==> src/rtl/grf_writeback_arbiter.sv <==
// grf_writeback_arbiter
//   Sole writer of the GRF write port. Merges two writeback sources:
//     P: pipeline W-stage writeback. It is never back-pressured and always wins.
//     S: late results from multi-cycle units. They use a valid/ready handshake and
//        are queued in a FIFO. The FIFO drains on cycles where P does not write.
//   Exports a pending-register mask so the hazard unit can stall readers of queued
//   registers. Raises p_stall to request a W-stage bubble when the queue head starves.
//
// Ports
//   Clk, Reset              clock; synchronous active-high reset
//   p_we/p_addr/p_data/p_pc4 pipeline writeback request
//   s_valid/s_ready          late-result handshake
//   s_addr/s_data/s_pc4      late-result payload
//   grf_we/a3/wd/pc4         GRF write port (combinational, commits at the same posedge)
//   pending                  bit r set = a valid queued entry targets $r
//   q_count                  occupied queue slots (killed entries included)
//   p_stall                  registered bubble request to the pipeline
module grf_writeback_arbiter #(
    parameter int unsigned DEPTH        = 4,
    parameter int unsigned STARVE_LIMIT = 8
) (
    input  logic                     Clk,
    input  logic                     Reset,
    input  logic                     p_we,
    input  logic [4:0]               p_addr,
    input  logic [31:0]              p_data,
    input  logic [31:0]              p_pc4,
    input  logic                     s_valid,
    output logic                     s_ready,
    input  logic [4:0]               s_addr,
    input  logic [31:0]              s_data,
    input  logic [31:0]              s_pc4,
    output logic                     grf_we,
    output logic [4:0]               grf_a3,
    output logic [31:0]              grf_wd,
    output logic [31:0]              grf_pc4,
    output logic [31:0]              pending,
    output logic [$clog2(DEPTH):0]   q_count,
    output logic                     p_stall
);

    localparam int unsigned AW = $clog2(DEPTH);
    localparam int unsigned CW = AW + 1;
    localparam int unsigned SW = $clog2(STARVE_LIMIT) + 1;

    logic [4:0]       addr_q [DEPTH];
    logic [31:0]      data_q [DEPTH];
    logic [31:0]      pc4_q  [DEPTH];
    logic [DEPTH-1:0] valid_q;
    logic [AW-1:0]    head_q;
    logic [AW-1:0]    tail_q;
    logic [CW-1:0]    count_q;
    logic [SW-1:0]    starve_q;
    logic             p_stall_q;

    logic p_active;
    logic q_empty;
    logic head_valid;
    logic head_blocked;
    logic pop;
    logic push;

    assign p_active     = p_we && (p_addr != 5'd0);
    assign q_empty      = (count_q == '0);
    assign head_valid   = !q_empty && valid_q[head_q];
    assign head_blocked = head_valid && p_active;
    // A killed head is retired without a GRF write, even while P is writing.
    assign pop          = !Reset && !q_empty && !head_blocked;
    assign s_ready      = !Reset && (count_q < CW'(DEPTH));
    // $0 requests complete the handshake but never occupy a slot.
    assign push         = s_valid && s_ready && (s_addr != 5'd0);

    assign q_count = count_q;
    assign p_stall = p_stall_q;

    always_comb begin
        grf_we  = 1'b0;
        grf_a3  = 5'd0;
        grf_wd  = 32'd0;
        grf_pc4 = 32'd0;
        if (!Reset) begin
            if (p_active) begin
                grf_we  = 1'b1;
                grf_a3  = p_addr;
                grf_wd  = p_data;
                grf_pc4 = p_pc4;
            end else if (head_valid) begin
                grf_we  = 1'b1;
                grf_a3  = addr_q[head_q];
                grf_wd  = data_q[head_q];
                grf_pc4 = pc4_q[head_q];
            end
        end
    end

    always_comb begin
        pending = 32'd0;
        for (int i = 0; i < int'(DEPTH); i++) begin
            if (valid_q[i]) begin
                pending[addr_q[i]] = 1'b1;
            end
        end
        pending[0] = 1'b0;
    end

    // Payload storage needs no reset: slots are only read while valid.
    always_ff @(posedge Clk) begin
        if (push) begin
            addr_q[tail_q] <= s_addr;
            data_q[tail_q] <= s_data;
            pc4_q[tail_q]  <= s_pc4;
        end
    end

    always_ff @(posedge Clk) begin
        if (Reset) begin
            valid_q   <= '0;
            head_q    <= '0;
            tail_q    <= '0;
            count_q   <= '0;
            starve_q  <= '0;
            p_stall_q <= 1'b0;
        end else begin
            // P is younger than every queued entry: drop queued writes it overwrites.
            for (int i = 0; i < int'(DEPTH); i++) begin
                if (p_active && (addr_q[i] == p_addr)) begin
                    valid_q[i] <= 1'b0;
                end
            end
            if (pop) begin
                valid_q[head_q] <= 1'b0;
                head_q          <= head_q + AW'(1);
            end
            // Push never targets the head slot while popping, so no ordering conflict.
            if (push) begin
                valid_q[tail_q] <= 1'b1;
                tail_q          <= tail_q + AW'(1);
            end
            if (push && !pop) begin
                count_q <= count_q + CW'(1);
            end else if (pop && !push) begin
                count_q <= count_q - CW'(1);
            end

            if (pop || q_empty) begin
                starve_q  <= '0;
                p_stall_q <= 1'b0;
            end else if (head_blocked) begin
                if (starve_q == SW'(STARVE_LIMIT - 1)) begin
                    p_stall_q <= 1'b1;
                end else begin
                    starve_q <= starve_q + SW'(1);
                end
            end
        end
    end

endmodule

==> config.mk <==
export PLATFORM = sky130hd
export DESIGN_NAME = grf_writeback_arbiter
export DESIGN_NICKNAME = d
export VERILOG_FILES = /design/src/rtl/grf_writeback_arbiter.sv
export SDC_FILE = /design/constraint.sdc
export NUM_CORES = 1
export LEC_CHECK = 0
export ABC_AREA = 0
export CORE_ASPECT_RATIO = 0.6
export CORE_MARGIN = 2
export CORE_UTILIZATION = 55
export CTS_CLUSTER_DIAMETER = 30
export DETAILED_ROUTE_END_ITERATION = 8
export PLACE_DENSITY = 0.83
export SLEW_MARGIN = 40
export SYNTH_ARGS = -nofsm -noshare
export SYNTH_HDL_FRONTEND = slang
export SYNTH_SLANG_ARGS = --single-unit
==> constraint.sdc <==
create_clock -name Clk -period 8.6 [get_ports Clk]
set_input_delay 1.29 -clock Clk [delete_from_list [all_inputs] [get_ports Clk]]
set_output_delay 1.29 -clock Clk [all_outputs]
set_load 0.005 [all_outputs]
-- Word level (Yosys, flattened, before mapping)
Memory sizes are Yosys's and may differ from the RTL's. A register that Yosys moved wholly into a read port is not among the register bits.
Index checks and enable logic that the tools add are counted.
- bits in registers: 16
- memory bits (writable): 276
- input bits: 142
- output and inout port bits: 107
- memories: 3
- add/sub/neg operators: 5
- magnitude comparators: 13
- equal/unequal tests: 5
- muxes and demuxes: 51
- bitwise logic cells: 7
- reduce and logical (&&, ||, !) cells: 33
- memories (name ; depth ; width ; rd ports ; clocked after Yosys merged registers in ; wr ports ; RTL line ; text):
    data_q ; 4 ; 32 ; 1 ; 1 ; 1 ; 47 ; logic [31:0] data_q [DEPTH];
    pc4_q ; 4 ; 32 ; 1 ; 1 ; 1 ; 48 ; logic [31:0] pc4_q [DEPTH];
    addr_q ; 4 ; 5 ; 5 ; 1 ; 1 ; 46 ; logic [4:0] addr_q [DEPTH];
- operator list (kind ; count):
    $mux 32 ; 10
    $or 32x32->32 ; 3
    $lt 5x6->1 const B ; 4
    $demux 1 s5 ; 4
    $eq 5x5->1 ; 4
    $ge 5x1->1 const B ; 4
    $logic_and 1x1->1 ; 20
    $mux 1 ; 20
    $mux 5 ; 3
    $mux 2 ; 6
    $mux 4 ; 3
    $reduce_bool 5->1 ; 2
    $lt 2x3->1 const B ; 2
    $mux 3 ; 2
    $logic_not 1->1 ; 5
    $add 2x1->2 const B ; 2
    $add 4x1->4 const B ; 1
    $and 4x4->4 ; 1
    $demux 1 s2 ; 2
    $eq 4x3->1 const B ; 1
    $ge 2x1->1 const B ; 2
    $not 4->4 ; 1
    $or 4x4->4 ; 1
    $reduce_and 2->1 ; 2
    other kinds (9) ; 9

-- Depth between registers and ports, before layout
An unclocked memory read counts as a cell.
- word-level depth: 12
- gate-level depth with buffers: 10
- mapped depth without buffers: 9

-- Worst setup path after synthesis
OpenSTA, ideal clock, no wires.
- kind: input -> output
- from: in p_addr[0]
- to: out grf_pc4[22]
- arrival: 2745 ps
- data required time: 7310 ps
- slack: 4565 ps
- cell stages on the path: 8
- cell sequence: buf_2 > or4_4 > o21ai_4 > a21o_1 > buf_2 > buf_4 > buf_6 > a21oi_1
- word-level cells in the longest chain between the ends: 4
- ends and longest elaborated chain (item ; RTL line ; text):
    from (decl) ; 25 ; input logic [4:0] p_addr,
    $reduce_bool 5->1 ; 63 ; assign p_active = p_we && (p_addr != 5'd0);
    $logic_and 1x1->1 ; 63 ;
    $mux 32 ; 82 ; if (p_active) begin
    $mux 32 ; 81 ; if (!Reset) begin
    to (decl) ; 36 ; output logic [31:0] grf_pc4,
No other way between the ends.

-- Final worst setup path
- from: in p_addr[0]
- to: out grf_a3[4]
- word-level cells in the longest chain between the ends: 4
- ends and longest elaborated chain (item ; RTL line ; text):
    $reduce_bool 5->1 ; 63 ;
    $logic_and 1x1->1 ; 63 ;
    $mux 5 ; 82 ;
    $mux 5 ; 81 ;
    to (decl) ; 34 ; output logic [4:0] grf_a3,
No other way between the ends.

==> flow_summary.toml <==
[die]
core_area_um2 = 23200
die_area_um2 = 25100
start_util = 0.564
die_w_um = 203
rows = 43
io_pins = 249
die_h_um = 124

[timing]
finalCritPeriodShare = 0.658
tightest_slew_ps = 780
fin_skew_ps = 11.4
relSlewSlack = 0.478
clock.fmax_mhz = 177
worst_slack_ps = 2940
setup_violations = 0
hold_viol_final = 0
fin_crit_ps = 5660
rsz0062_at_grt = "false"
slew_viol_final = 0
tns_ps = 0

[synth]
post_synth.cell_area_avg_um2 = 14.9
syn-num-nets = 1036
synth_top_cell_area_share = 0.632
post-synth-top-area-cell = "edfxtp_1"
synth_area_leaders = "edfxtp_1, mux4_2, nand2_1"
synth_commonest_cells = "edfxtp_1, nand2_1, a21oi_1"
ys_types = 45
synth_most_common_cell = "edfxtp_1"
synthArstFlopShare = 0
synthesis.area_um2 = 13100
yosysSeqAreaShare = 0.659
yosysWarnings = 0
synthCells = 883
ys_seq_elements = 294
synth_top_flop_cell = "edfxtp_1"
synth_edf_count = 276

[global_routing]
grt_pass1_vias = 8836
antenna_found_initial = 0
grt_max_degree = 71
grt_overflow = 0
grtUsageTotal = 0.275
grt_pass1_wl_um = 51800

[pwr]
ir_drop_mv = 0.171
leakage_uw = 0.00559
power.density_nw_per_um2 = 238
comb_power_share = 0.200
p_sw_uw = 1060
clkPwrFrac = 0.366
internal-power_uw = 3000
seqPwrFrac = 0.434
switching_share = 0.261

[setup_path]
cpLargestDelayFamily = "buffers and inverters"
cp-end-kind = "primary output"
max_stage_delay_ps = 640
arrival_ps = 4370
crit_type = "input pin to primary output"
path_max_fanout = 35
path_buf_inv = 3
path_common_cell = "clkdlybuf4s50_1"
slowest_stage = "a21o_2"
crit_required_ps = 7310
worstPathCellList = "clkdlybuf4s50_1 > or4_4 > o21ai_4 > a21o_2 > buf_4 > a21oi_1 > clkdlybuf4s50_1"
start_kind = "input pin"
reg2reg_slack_ps = 5980

[clock_tree]
cts_tree = "done"
cts_buffers = 36
clock-sinks = 294
insertion_delay_ps = 500
cts.repair.resized = 0
cts.path.max_buffers = 3
cts_root_buf = "clkbuf_16"
clk_pin_slew_ps = 60
ctsHoldBuffers = 0
htreeDepth = 2
post-cts-setup-buffers = 0

[detailed_routing]
wirelength_um = 34400
drt_iter0_markers = 907
ant_nets = 0
dr.pass1.iters = 6
route.detailed.drc = 0
wire_per_inst_um = 23.6
vias_per_cell = 6.15
vias = 8956

[placement]
gp_congestion = 0.949
place_hpwl_um = 21800
place_ws_ps = 2950
buffer_ports.inserted = 247

[cells_and_area]
fillCellCount = 1463
register_area_um2 = 8660
insertedDiodeCount = 0
nets = 1267
drive_gt1_frac = 0.138
syn2layout_area_growth_pct = 29.9
multiInputGateArea_um2 = 4180

[min_path]
min-delay-path-class = "register to register"

[status]
status = "completed"

[run]
maxCapViolCount = 0
[cell type report]
type | count | share of cell area
flip-flops and latches | 294 | 0.508
clock buffers | 43 | 0.0562
repair buffers | 257 | 0.152
well taps | 315 | 0.0231
clock inverters | 23 | 0.0136
inverters | 8 | 0.00176
multi-input cells | 517 | 0.245
[sequential cells by signal, summed over array words and instances (netlist names), named ones only]
signal,flops
addr_q,20
tail_q,2
pc4_q,128
p_stall,1
q_count,3
valid_q,4
head_q,2
data_q,128
starve_q,4
[kinds of logic (layout without fill, tap and decap cells)]
kind of cell	after synthesis	after routing	synth area share
adder cells (fa/ha/maj)	11	11	0.0111
flip-flops	294	294	0.659
multiplexers	71	71	0.121
AO/OA/AOI/OAI	152	152	0.0768
AND/OR/NAND/NOR	258	258	0.0915
other	1	1	0.000286
buffers and inverters	72	331	0.0243
XOR/XNOR	24	24	0.0160
[final timing paths]
path / cells after the start / end / from
worst max-delay path: 7 / grf_a3[4] / p_addr[0]
worst min-delay path: 2 / starve_q[1] / starve_q[1]
worst max register to register: 9 / q_count[2] / valid_q[2]
worst min register to register: 2 / starve_q[1] / starve_q[1]
[layer usage]
layer,up-vias,share of wire,global-route usage
met2,567,0.45,0.421
met4,0,0.018,0.0598
li1,3925,-,-
met5,-,0,0
met3,72,0.11,0.0714
met1,4392,0.42,0.405
[cells in the final DEF (no fill, tap or decap), types with 11 or more instances in the layout]
| cell type | synthesis | layout |
|---|---|---|
| nand3b_1 | 14 | 14 |
| nand2_1 | 157 | 157 |
| dfxtp_1 | 18 | 16 |
| xor2_1 | 15 | 15 |
| a22oi_1 | 20 | 20 |
| o221ai_1 | 17 | 17 |
| a21oi_1 | 72 | 72 |
| edfxtp_1 | 276 | 276 |
| clkbuf_16 | 0 | 37 |
| clkdlybuf4s50_1 | 0 | 247 |
| mux4_2 | 70 | 70 |
| a221o_1 | 11 | 11 |
| nor2_1 | 25 | 25 |
[stage by stage]
stage	hold slack, ps	power, uW	area, um^2	util	instances
global route	503	4220	17000	0.733	1457
CTS	497	4090	17000	0.733	1457
global placement	448	2570	15800	0.679	1388
floorplan	449	2260	13100	-	883
detailed placement	472	2590	15800	0.682	1391
finish	501	4060	17000	0.733	1457
[worst register-to-register path, stage by stage (launching register included)]
cell and delay (ps):
dfxtp_1 470, mux4_2 320, o211a_1 250, nand2b_1 240, ha_1 220, inv_1 60, fa_1 370, xor2_1 180
or3_1 320, a21oi_1 150
[power groups by stage]
| stage | Sequential [uW] | Clock (uW) | Combinational, uW |
|---|---|---|---|
| 3_5_place_dp | 1790 | 0 | 803 |
| 2_1_floorplan | 1710 | 0 | 548 |
| 3_3_place_gp | 1810 | 0 | 758 |
| 5_1_grt | 1780 | 1570 | 878 |
| 4_1_cts | 1770 | 1510 | 816 |
| 6_report | 1760 | 1490 | 812 |
Note: power is estimated with default switching activity, not from simulation.
